`src/rtl/simon_tone_player.sv`:
```
// Square-wave tone engine for the Simon game: colour tones (timed or held) and
// success/failure jingles built from timed notes separated by silent gaps.
module simon_tone_player #(
    parameter int unsigned PERIOD_W    = 21,
    parameter int unsigned DUR_W       = 26,
    parameter int unsigned TONE_GREEN  = 227272,
    parameter int unsigned TONE_RED    = 202478,
    parameter int unsigned TONE_BLUE   = 170262,
    parameter int unsigned TONE_YELLOW = 151686,
    parameter int unsigned TONE_FAIL   = 135136,
    parameter int unsigned TONE_WIN    = 113636,
    parameter int unsigned NOTE_DUR    = 25000000,
    parameter int unsigned GAP_DUR     = 5000000
) (
    input  logic       clk,
    input  logic       rst_n,
    input  logic       start,
    input  logic [1:0] mode,
    input  logic [1:0] tone_select,
    input  logic       hold,
    input  logic       abort,
    output logic       speaker,
    output logic       busy,
    output logic       done
);

    localparam logic [1:0] MODE_TIMED = 2'd0;
    localparam logic [1:0] MODE_HELD  = 2'd1;
    localparam logic [1:0] MODE_WIN   = 2'd2;
    localparam logic [1:0] MODE_FAIL  = 2'd3;

    localparam logic [1:0] SEL_GREEN  = 2'd0;
    localparam logic [1:0] SEL_RED    = 2'd1;
    localparam logic [1:0] SEL_BLUE   = 2'd2;
    localparam logic [1:0] SEL_YELLOW = 2'd3;

    localparam logic [PERIOD_W-1:0] P_GREEN  = PERIOD_W'(TONE_GREEN);
    localparam logic [PERIOD_W-1:0] P_RED    = PERIOD_W'(TONE_RED);
    localparam logic [PERIOD_W-1:0] P_BLUE   = PERIOD_W'(TONE_BLUE);
    localparam logic [PERIOD_W-1:0] P_YELLOW = PERIOD_W'(TONE_YELLOW);
    localparam logic [PERIOD_W-1:0] P_FAIL   = PERIOD_W'(TONE_FAIL);
    localparam logic [PERIOD_W-1:0] P_WIN    = PERIOD_W'(TONE_WIN);

    localparam logic [DUR_W-1:0] NOTE_LAST = DUR_W'(NOTE_DUR - 1);
    localparam logic [DUR_W-1:0] GAP_LAST  = DUR_W'(GAP_DUR - 1);
    localparam logic [DUR_W-1:0] DUR_MAX   = '1;

    typedef enum logic [1:0] {
        IDLE = 2'd0,
        TONE = 2'd1,
        GAP  = 2'd2
    } state_t;

    state_t              state,   state_n;
    logic [PERIOD_W-1:0] period,  period_n;
    logic [PERIOD_W-1:0] pcnt,    pcnt_n;
    logic [PERIOD_W-1:0] pcnt_next;
    logic [DUR_W-1:0]    dcnt,    dcnt_n;
    logic [1:0]          note_no, note_no_n;
    logic [1:0]          mode_q,  mode_n;
    logic [1:0]          sel_q,   sel_n;
    logic                speaker_n, busy_n, done_n;
    logic                note_end;

    function automatic logic [PERIOD_W-1:0] colour_period(input logic [1:0] sel);
        logic [PERIOD_W-1:0] p;
        case (sel)
            SEL_GREEN:  p = P_GREEN;
            SEL_RED:    p = P_RED;
            SEL_BLUE:   p = P_BLUE;
            SEL_YELLOW: p = P_YELLOW;
            default:    p = P_GREEN;
        endcase
        return p;
    endfunction

    // Period of note number idx within the programme selected by m.
    function automatic logic [PERIOD_W-1:0] note_period(input logic [1:0] m,
                                                        input logic [1:0] sel,
                                                        input logic [1:0] idx);
        logic [PERIOD_W-1:0] p;
        case (m)
            MODE_WIN: begin
                case (idx)
                    2'd0:    p = P_BLUE;
                    2'd1:    p = P_YELLOW;
                    default: p = P_WIN;
                endcase
            end
            MODE_FAIL: p = P_FAIL;
            default:   p = colour_period(sel);
        endcase
        return p;
    endfunction

    function automatic logic [1:0] last_note(input logic [1:0] m);
        logic [1:0] n;
        case (m)
            MODE_WIN:  n = 2'd2;
            MODE_FAIL: n = 2'd1;
            default:   n = 2'd0;
        endcase
        return n;
    endfunction

    assign pcnt_next = (pcnt == period - PERIOD_W'(1)) ? '0 : pcnt + PERIOD_W'(1);
    assign note_end  = (mode_q == MODE_HELD) ? !hold : (dcnt == NOTE_LAST);

    always_comb begin
        state_n   = state;
        period_n  = period;
        pcnt_n    = pcnt;
        dcnt_n    = dcnt;
        note_no_n = note_no;
        mode_n    = mode_q;
        sel_n     = sel_q;
        speaker_n = speaker;
        busy_n    = busy;
        done_n    = 1'b0;

        case (state)
            IDLE: begin
                if (start && !abort) begin
                    state_n   = TONE;
                    mode_n    = mode;
                    sel_n     = tone_select;
                    note_no_n = 2'd0;
                    period_n  = note_period(mode, tone_select, 2'd0);
                    pcnt_n    = '0;
                    dcnt_n    = '0;
                    speaker_n = 1'b1;
                    busy_n    = 1'b1;
                end
            end

            TONE: begin
                if (abort) begin
                    state_n   = IDLE;
                    pcnt_n    = '0;
                    dcnt_n    = '0;
                    note_no_n = 2'd0;
                    speaker_n = 1'b0;
                    busy_n    = 1'b0;
                end else if (note_end) begin
                    pcnt_n    = '0;
                    dcnt_n    = '0;
                    speaker_n = 1'b0;
                    if (note_no < last_note(mode_q)) begin
                        state_n   = GAP;
                        note_no_n = note_no + 2'd1;
                    end else begin
                        state_n   = IDLE;
                        note_no_n = 2'd0;
                        busy_n    = 1'b0;
                        done_n    = 1'b1;
                    end
                end else begin
                    pcnt_n    = pcnt_next;
                    speaker_n = (pcnt_next < (period >> 1));
                    // Held notes can outlast the counter range; stick at the top.
                    dcnt_n    = (dcnt == DUR_MAX) ? dcnt : dcnt + DUR_W'(1);
                end
            end

            GAP: begin
                if (abort) begin
                    state_n   = IDLE;
                    dcnt_n    = '0;
                    note_no_n = 2'd0;
                    speaker_n = 1'b0;
                    busy_n    = 1'b0;
                end else if (dcnt == GAP_LAST) begin
                    state_n   = TONE;
                    period_n  = note_period(mode_q, sel_q, note_no);
                    pcnt_n    = '0;
                    dcnt_n    = '0;
                    speaker_n = 1'b1;
                end else begin
                    dcnt_n    = dcnt + DUR_W'(1);
                end
            end

            default: begin
                state_n   = IDLE;
                speaker_n = 1'b0;
                busy_n    = 1'b0;
            end
        endcase
    end

    always_ff @(posedge clk or negedge rst_n) begin
        if (!rst_n) begin
            state   <= IDLE;
            period  <= '0;
            pcnt    <= '0;
            dcnt    <= '0;
            note_no <= 2'd0;
            mode_q  <= MODE_TIMED;
            sel_q   <= SEL_GREEN;
            speaker <= 1'b0;
            busy    <= 1'b0;
            done    <= 1'b0;
        end else begin
            state   <= state_n;
            period  <= period_n;
            pcnt    <= pcnt_n;
            dcnt    <= dcnt_n;
            note_no <= note_no_n;
            mode_q  <= mode_n;
            sel_q   <= sel_n;
            speaker <= speaker_n;
            busy    <= busy_n;
            done    <= done_n;
        end
    end

endmodule

```
`config.mk`:
```
export PLATFORM = sky130hd
export DESIGN_NAME = simon_tone_player
export DESIGN_NICKNAME = d
export VERILOG_FILES = /design/src/rtl/simon_tone_player.sv
export SDC_FILE = /design/constraint.sdc
export NUM_CORES = 1
export LEC_CHECK = 0
export CAP_MARGIN = 20
export CELL_PAD_IN_SITES_DETAIL_PLACEMENT = 0
export CELL_PAD_IN_SITES_GLOBAL_PLACEMENT = 2
export CORE_MARGIN = 5
export CORE_UTILIZATION = 35
export CTS_CLUSTER_SIZE = 28
export DETAILED_ROUTE_END_ITERATION = 12
export GPL_ROUTABILITY_DRIVEN = 0
export GPL_TIMING_DRIVEN = 0
export PLACE_DENSITY = 0.71
export SLEW_MARGIN = 10
export SYNTH_ARGS = -nofsm -noshare
export SYNTH_HDL_FRONTEND = slang
export SYNTH_SLANG_ARGS = --single-unit
```
`constraint.sdc`:
```
create_clock -name clk -period 5.63 [get_ports clk]
set_input_delay 1.689 -clock clk [delete_from_list [all_inputs] [get_ports clk]]
set_output_delay 1.689 -clock clk [all_outputs]
set_load 0.02 [all_outputs]
```
==> key figures, run 1 <==
Clock network
  • CTS H-tree depth: 3
  • Num CTS Buffers: 9
  • Clock Tree Root: clkbuf_16
  • Clock-pin transition on the worst setup and hold timing paths: 0.06 ns
  • TritonCTS clock tree: done
  • Clock Tree Buf Depth: 2
  • Insertion delay to the later sink of the worst-skew pair: 0.34 ns
  • Sink Count: 74
  • Number of hold buffers added after CTS: 0

Die
  • Initial core utilization: 0.3532
  • I/O Pins: 12
  • Num rows: 46
  • Chip height: 136.2 um
  • Horiz. Die Dim: 136.2 um
  • Die area: 18540 um2
  • Core region area: 15770 um2

Logic synthesis
  • EDFF count, synth: 0
  • Cells taking the most area after synthesis: dfrtp_1 33%, ha_1 7.9%, o21ai_0 7.0%
  • Count of state elements after synthesis: 74
  • Adder and majority cell fraction of the synthesized area: 0.07862
  • Cell area after synthesis: 5570 um2
  • Basic-gate share of the synthesized area counting and, or, nand and nor cells: 0.2603
  • Multiplexer share of the synthesized area: 0.009434
  • Synth unique cells: 57
  • Count of warnings emitted by yosys: 0
  • Synth top area share: 0.3324
  • Post-synth top cells: 83 x nor2_1, 78 x o21ai_0, 74 x dfrtp_1
  • Library cell occupying the most area in the post-synthesis netlist: dfrtp_1
  • Compound-Gate Fraction of Synth Area: 0.2221
  • Fraction of synthesized cell area in xor and xnor cells: 0.04403
  • Commonest register cell after synthesis: dfrtp_1
  • Number of standard cells after synthesis: 695
  • Main combinational cell family by area after synthesis: simple AND/OR/NAND/NOR gates
  • Synthesized area per cell: 8.015 um2
  • Net Count, Synth: 739
  • Most repeated cell in the gate-level netlist after synthesis: nor2_1
  • Share of synthesized registers carrying an async set or reset: 1.000
  • Post-synthesis sequential area ratio: 0.3324

Placed design
  • HPWL reported at the end of detailed placement: 12.83 mm
  • Number of buffers added on ports: 10
  • Setup Slack @ Placement: -0.5691 ns

Routing
  • Routed via count: 5156
  • Residual DRC count: 0
  • Total Wirelength: 16.98 mm
  • Antenna Violating Nets Remaining: 0
  • Number of iterations in the first detailed-routing pass: 5
  • Average via count per standard cell: 5.473
  • Drt first-iter violations: 309
  • Wire length per cell: 18.03 um

STA
  • Final critical-path share of the clock period: 0.9141
  • Worst rel slew slack: 0.2996
  • Endpoints failing hold: 0
  • Setup skew after layout: 0.007215 ns
  • Transition time of the tightest slew-check pin: 1.044 ns
  • Pins over their slew limit: 0
  • Post-layout minimum cycle time: 5.146 ns
  • Final Worst Setup Slack: 0.4837 ns
  • Fmax: 194.3 MHz
  • Setup-failing EPs final: 0
  • RSZ-0062 raised after global routing: false

Global route
  • Final global-route overflow total: 0
  • Vias in the first global route: 5127
  • GRT Resource Usage Total: 0.1951
  • Antenna violations before repair: 0
  • Maximum number of pins on one net before global-route repair: 41
  • Wire length of the first global-routing pass: 28.39 mm

Critical path
  • Crit Path Class: reg -> reg
  • Worst endpoint data arrival time: 5.38 ns
  • Critical Path End Type: flip-flop
  • Max FO, Critical Path: 10
  • Nature of the critical path startpoint: flip-flop
  • Req. time, crit path: 5.86 ns

Flow run
  • Max cap viols: 0

Power
  • Power density relative to cell area: 402.6 nW/um2
  • Max IR drop VDD: 231.3 uV
  • Static Leak: 2.697 nW
  • Power consumption: 2.534 mW

Layout
  • ANT cells: 0
  • Layout overhead on the synthesized area: 13.01%
  • Final net count: 765
  • Core occupancy in the finished layout: 0.3992
  • Layout cell share with drive strength beyond 1: 0.05923

Hold path
  • Class of the most critical hold timing path: reg -> reg

Status
  • Outcome: completed
## report_power, final
part           internal (mW)  switching [mW]
Clock                  0.354           0.240
Combinational          0.407           0.804
Sequential             0.622           0.106
## worst paths after layout
check                           end      start  cells past startpoint  slack, ns
min in group asynchronous   pcnt[4]      rst_n                      1       1.31
max in group asynchronous  dcnt[22]      rst_n                      2       3.73
max                         speaker  period[1]                     19       0.48
min                            busy       busy                      1       0.49
min reg2reg                    busy       busy                      1       0.49
max reg2reg                 speaker  period[1]                     19       0.48
## layout make-up
cell class | count | area [um2]
Sequential cell | 74 | 1852
Tap cell | 216 | 270.3
Multi-Input combinational cell | 547 | 3436
Timing Repair Buffer | 15 | 145.1
Buffer | 42 | 175.2
Inverter | 32 | 120.1
Clock buffer | 11 | 242.7
Clock inverter | 5 | 53.80
Fill cell | 1683 | 9475
## what timing repair did
action | in CTS | in global routing
endpoints found under the setup margin | 1 | 1
gates resized for setup | 1 | 2
pin swaps | 1 | 0
buffers inserted | 1 | 2
## routing by layer
layer	routed length [um]	part of all wire	GRT usage	up-vias
li1	-	-	-	2573
met1	8320	0.49	0.2748	2483
met2	7748	0.46	0.3076	84
met3	597	0.035	0.03738	16
met4	318	0.019	0.04983	0
met5	0	0	0	-
## registers in the layout, indices dropped and copies added (netlist names)
name	count
speaker	1
pcnt	21
mode_q	2
done	1
sel_q	2
period	16
dcnt	26
busy	1
note_no	2
state	2
## cells by family (layout without fill, tap and decap cells)
family | after synthesis | count (layout)
AO/OA/AOI/OAI | 187 | 187
XOR/XNOR | 28 | 28
adder cells (fa/ha/maj) | 35 | 35
flip-flops | 74 | 74
buffers and inverters | 74 | 105
multiplexers | 5 | 5
AND/OR/NAND/NOR | 292 | 292
## per-stage QoR
step	cell area (um2)	setup TNS (ns)	std cells	hold slack, ns
after floorplan	5570	0	695	0.4599
after global placement	5941	-2.875	921	0.4830
after detailed placement	5958	-0.5691	922	0.4853
after CTS	6267	0	939	0.5040
after global routing	6295	0	942	0.5403
final	6295	0	942	0.4948
## placed cells by master, fill, tap and decap left out, types with 3 or more instances in the layout
cell type	n
and2_1	12
o31ai_1	20
buf_2	5
clkbuf_1	33
xor2_1	11
nor2_1	83
nor4_1	19
nor2b_1	9
o41ai_1	3
dfrtp_1	74
o21ai_0	78
a21oi_1	21
ha_1	35
a221o_1	10
xnor2_1	17
and3_1	10
clkbuf_16	9
nor3_1	16
or2_2	6
or4_1	6
nand2_1	61
nand3b_1	3
buf_4	5
a31oi_1	10
and4_1	4
clkdlybuf4s50_1	9
a2111oi_0	4
or3_1	3
a21o_1	9
nand3_1	32
mux2i_1	3
a211oi_1	5
nand4_1	12
a22o_1	11
inv_1	32
nand2b_1	7
buf_1	3
clkinv_2	3
## worst max-delay path, stage by stage, from the launching register on
cell and delay [ns]:
dfrtp_1 0.46, inv_1 0.13, ha_1 0.32, nor3b_4 0.30
nand2_1 0.10, xnor2_1 0.12, or4_1 0.53, or4b_1 0.58
a2111oi_4 0.26, buf_4 0.25, buf_2 0.25, nor2_1 0.08
ha_1 0.29, a21o_1 0.16, a21o_1 0.16, a21oi_1 0.16
nor3_1 0.08, a2111oi_0 0.37, o211ai_1 0.18, o41ai_2 0.24
(Power assumes the default switching activity.)
==> inputs of run 2 (changes only) <==
CORE_UTILIZATION = 39   (was 35)
PLACE_DENSITY = 0.78   (was 0.71)
==> run 2 against run 1 <==
  * First-iteration DRC count rose by 29%
  * Register-to-register slack got worse by 0.05 ns
  * Clock power rose by 1%
  * Sequential share of layout area rose by 0.24 points
  * Global-route usage rose by 1.1 points
  * Critical endpoint unchanged
  * Largest power group unchanged
  * Highest routed layer unchanged
==> key figures, run 2 (same netlist as run 1, synthesis figures left out) <==
Layout
  • Layout overhead on the synthesized area: 12.11%
  • Commonest cells after routing, fill and taps aside: 83 x nor2_1, 78 x o21ai_0, 74 x dfrtp_1
  • Count of placed standard cells in the final layout, fillers left out: 903 (-4.1%)
  • Largest registers ranked by flip-flop count: dcnt: 26 flops, pcnt: 21 flops, period: 16 flops
  • Core occupancy in the finished layout: 0.4481 (+0.04899)
  • Final net count: 762 (-0.39%)
  • Layout cell share with drive strength beyond 1: 0.05671 (-0.002520)
  • Number of flip-flops in the largest register: 26 (unchanged)
  • Most common cell after layout, fill and taps aside: nor2_1
  • Count of filler cells inserted in the layout: 1408 (-16%)
  • ANT cells: 0 (unchanged)
  • Biggest register: dcnt

Die
  • Horiz. Die Dim: 129.5 um (-4.9%)
  • Die area: 16770 um2 (-9.5%)
  • Core region area: 13930 um2 (-12%)
  • Chip height: 129.5 um (-4.9%)
  • I/O Pins: 12 (unchanged)
  • Num rows: 43 (-6.5%)
  • Initial core utilization: 0.3997 (+0.04653)

Routing
  • Residual DRC count: 0 (unchanged)
  • Number of iterations in the first detailed-routing pass: 6 (+1)
  • Total Wirelength: 16.49 mm (-2.9%)
  • Average via count per standard cell: 5.843 (+6.7%)
  • Wire length per cell: 18.27 um (+1.3%)
  • Drt first-iter violations: 400 (+29%)
  • Antenna Violating Nets Remaining: 0 (unchanged)
  • Routed via count: 5276 (+2.3%)

Critical path
  • End of the worst register-to-register path: speaker
  • Worst reg2reg path startpoint: period[1]
  • Critical path's slowest cell: or4b_1
  • Crit Path Class: reg -> reg
  • Count of buffer and inverter cells on the critical path: 3 (unchanged)
  • Cell family with most CP delay: simple AND/OR/NAND/NOR gates
  • Max FO, Critical Path: 10 (unchanged)
  • Crit. Startpoint: period[1]
  • Delay contributed by the slowest stage of the critical path: 0.56 ns (-0.02 ns)
  • Minimum setup slack among reg-to-reg paths: 0.43 ns (-0.05 ns)
  • Critical Path End Type: flip-flop
  • Req. time, crit path: 5.87 ns (about the same)
  • Cell breakdown of the critical path: inv_1 > ha_1 > nor3b_4 > nand2_1 > xnor2_1 > or4_1 > or4b_1 > a2111oi_4 > buf_4 > buf_2 > nor2_1 > ha_1 > a21o_1 > a21o_1 > a21oi_1 > nor3_1 > a2111oi_0 > o211ai_1 > o41ai_2
  • Nature of the critical path startpoint: flip-flop
  • CP Depth: 19 (unchanged)
  • Worst endpoint data arrival time: 5.44 ns (+0.06 ns)
  • R2r worst-path depth: 19 (unchanged)
  • Capturing instance or port of the critical path: speaker

STA
  • Setup-failing EPs final: 0 (unchanged)
  • Worst rel slew slack: 0.3276 (+0.02802)
  • Transition time of the tightest slew-check pin: 1.002 ns (-0.04175 ns)
  • RSZ-0062 raised after global routing: false
  • Final critical-path share of the clock period: 0.9231 (+0.009023)
  • Fmax: 192.4 MHz (-0.98%)
  • Endpoints failing hold: 0 (unchanged)
  • Setup skew after layout: 0.01005 ns (+0.002834 ns)
  • Pins over their slew limit: 0 (unchanged)
  • Post-layout minimum cycle time: 5.197 ns (+0.05080 ns)

Clock network
  • Clock-pin transition on the worst setup and hold timing paths: 0.06 ns (about the same)
  • Insertion delay to the later sink of the worst-skew pair: 0.35 ns (about the same)
  • Num CTS Buffers: 9 (unchanged)
  • CTS H-tree depth: 3 (unchanged)
  • Sink Count: 74 (unchanged)
  • Clock Tree Buf Depth: 2 (unchanged)
  • Clock Tree Root: clkbuf_16
  • Number of hold buffers added after CTS: 0 (unchanged)
  • TritonCTS clock tree: done

Power
  • Power density relative to cell area: 404.5 nW/um2 (+0.46%)
  • Max IR drop VDD: 208.1 uV (-10%)
  • Static Leak: 2.688 nW (-0.36%)

Global route
  • GRT Resource Usage Total: 0.2058 (+0.01071)
  • Maximum number of pins on one net before global-route repair: 44 (+7.3%)
  • Vias in the first global route: 4952 (-3.4%)
  • Antenna violations before repair: 0 (unchanged)
  • Wire length of the first global-routing pass: 26.93 mm (-5.2%)
  • Final global-route overflow total: 0 (unchanged)

Hold path
  • Class of the most critical hold timing path: reg -> reg

Placed design
  • Number of buffers added on ports: 10 (unchanged)
  • Cell count after placement: 886 (-3.9%)
  • HPWL reported at the end of detailed placement: 12.46 mm (-2.9%)

Flow run
  • Max cap viols: 0 (unchanged)

Status
  • Outcome: completed
==> run 2: timing repair <==
item                                    CTS  global route
buffers inserted                          1             0
endpoints found under the setup margin    1             1
gates cloned                              0             0
gates resized for setup                   1             1
pin swaps                                 1             0
==> run 2: metrics by stage <==
| step | hold WS [ns] | TNS [ns] | cell area, um2 | power (mW) | worst slack, ns |
|---|---|---|---|---|---|
| after floorplan | 0.4599 | 0 | 5570 | 1.534 | 0.6211 |
| after global placement | 0.4891 | -3.683 | 5896 | 1.908 | -0.5139 |
| after detailed placement | 0.5026 | -0.4788 | 5921 | 1.921 | -0.4788 |
| after CTS | 0.5102 | 0 | 6238 | 2.536 | 0.2835 |
| after global routing | 0.5192 | 0 | 6245 | 2.722 | 0.09001 |
| final | 0.5090 | 0 | 6245 | 2.526 | 0.4329 |
==> run 2: worst reg2reg max path, cell delays in order, from the launching register on <==
cell and delay, ns:
dfrtp_1 0.45, inv_1 0.12, ha_1 0.32, nor3b_4 0.40, nand2_1 0.11, xnor2_1 0.13
or4_1 0.53, or4b_1 0.56, a2111oi_4 0.30, buf_4 0.27, buf_2 0.25, nor2_1 0.09
ha_1 0.30, a21o_1 0.16, a21o_1 0.16, a21oi_1 0.18, nor3_1 0.08, a2111oi_0 0.32
o211ai_1 0.16, o41ai_2 0.21
==> run 2: where the power goes <==
part           switching, mW  internal (mW)  total [mW]
Sequential             0.107          0.622       0.729
Combinational          0.797          0.399        1.20
Clock                  0.236          0.365       0.601
==> run 2: worst min path at each step <==
stage / from / to / slack [ns] / cells after the start
after floorplan: dcnt[4] / dcnt[4] / 0.46 / 1
after global placement: dcnt[2] / dcnt[2] / 0.49 / 1
after detailed placement: dcnt[20] / dcnt[20] / 0.50 / 1
after CTS: dcnt[2] / dcnt[2] / 0.51 / 1
after global routing: dcnt[4] / dcnt[4] / 0.52 / 1
final: dcnt[4] / dcnt[4] / 0.51 / 1
==> run 2: layer usage <==
layer | share of wire | vias up | GRT usage
met5 | 0 | - | 0
met4 | 0.023 | 0 | 0.07213
met3 | 0.040 | 26 | 0.03050
met2 | 0.45 | 146 | 0.3128
met1 | 0.49 | 2528 | 0.2988
li1 | - | 2576 | -
==> run 2: area by class of cell <==
type,instances,area [um2],share of cell area
clock inverters,5,52.55,0.008415
inverters,32,120.1,0.01923
clock buffers,11,252.7,0.04047
well taps,180,225.2,0.03606
flip-flops and latches,74,1852,0.2965
multi-input cells,547,3435,0.5500
plain buffers,42,175.2,0.02805
repair buffers,12,132.6,0.02124
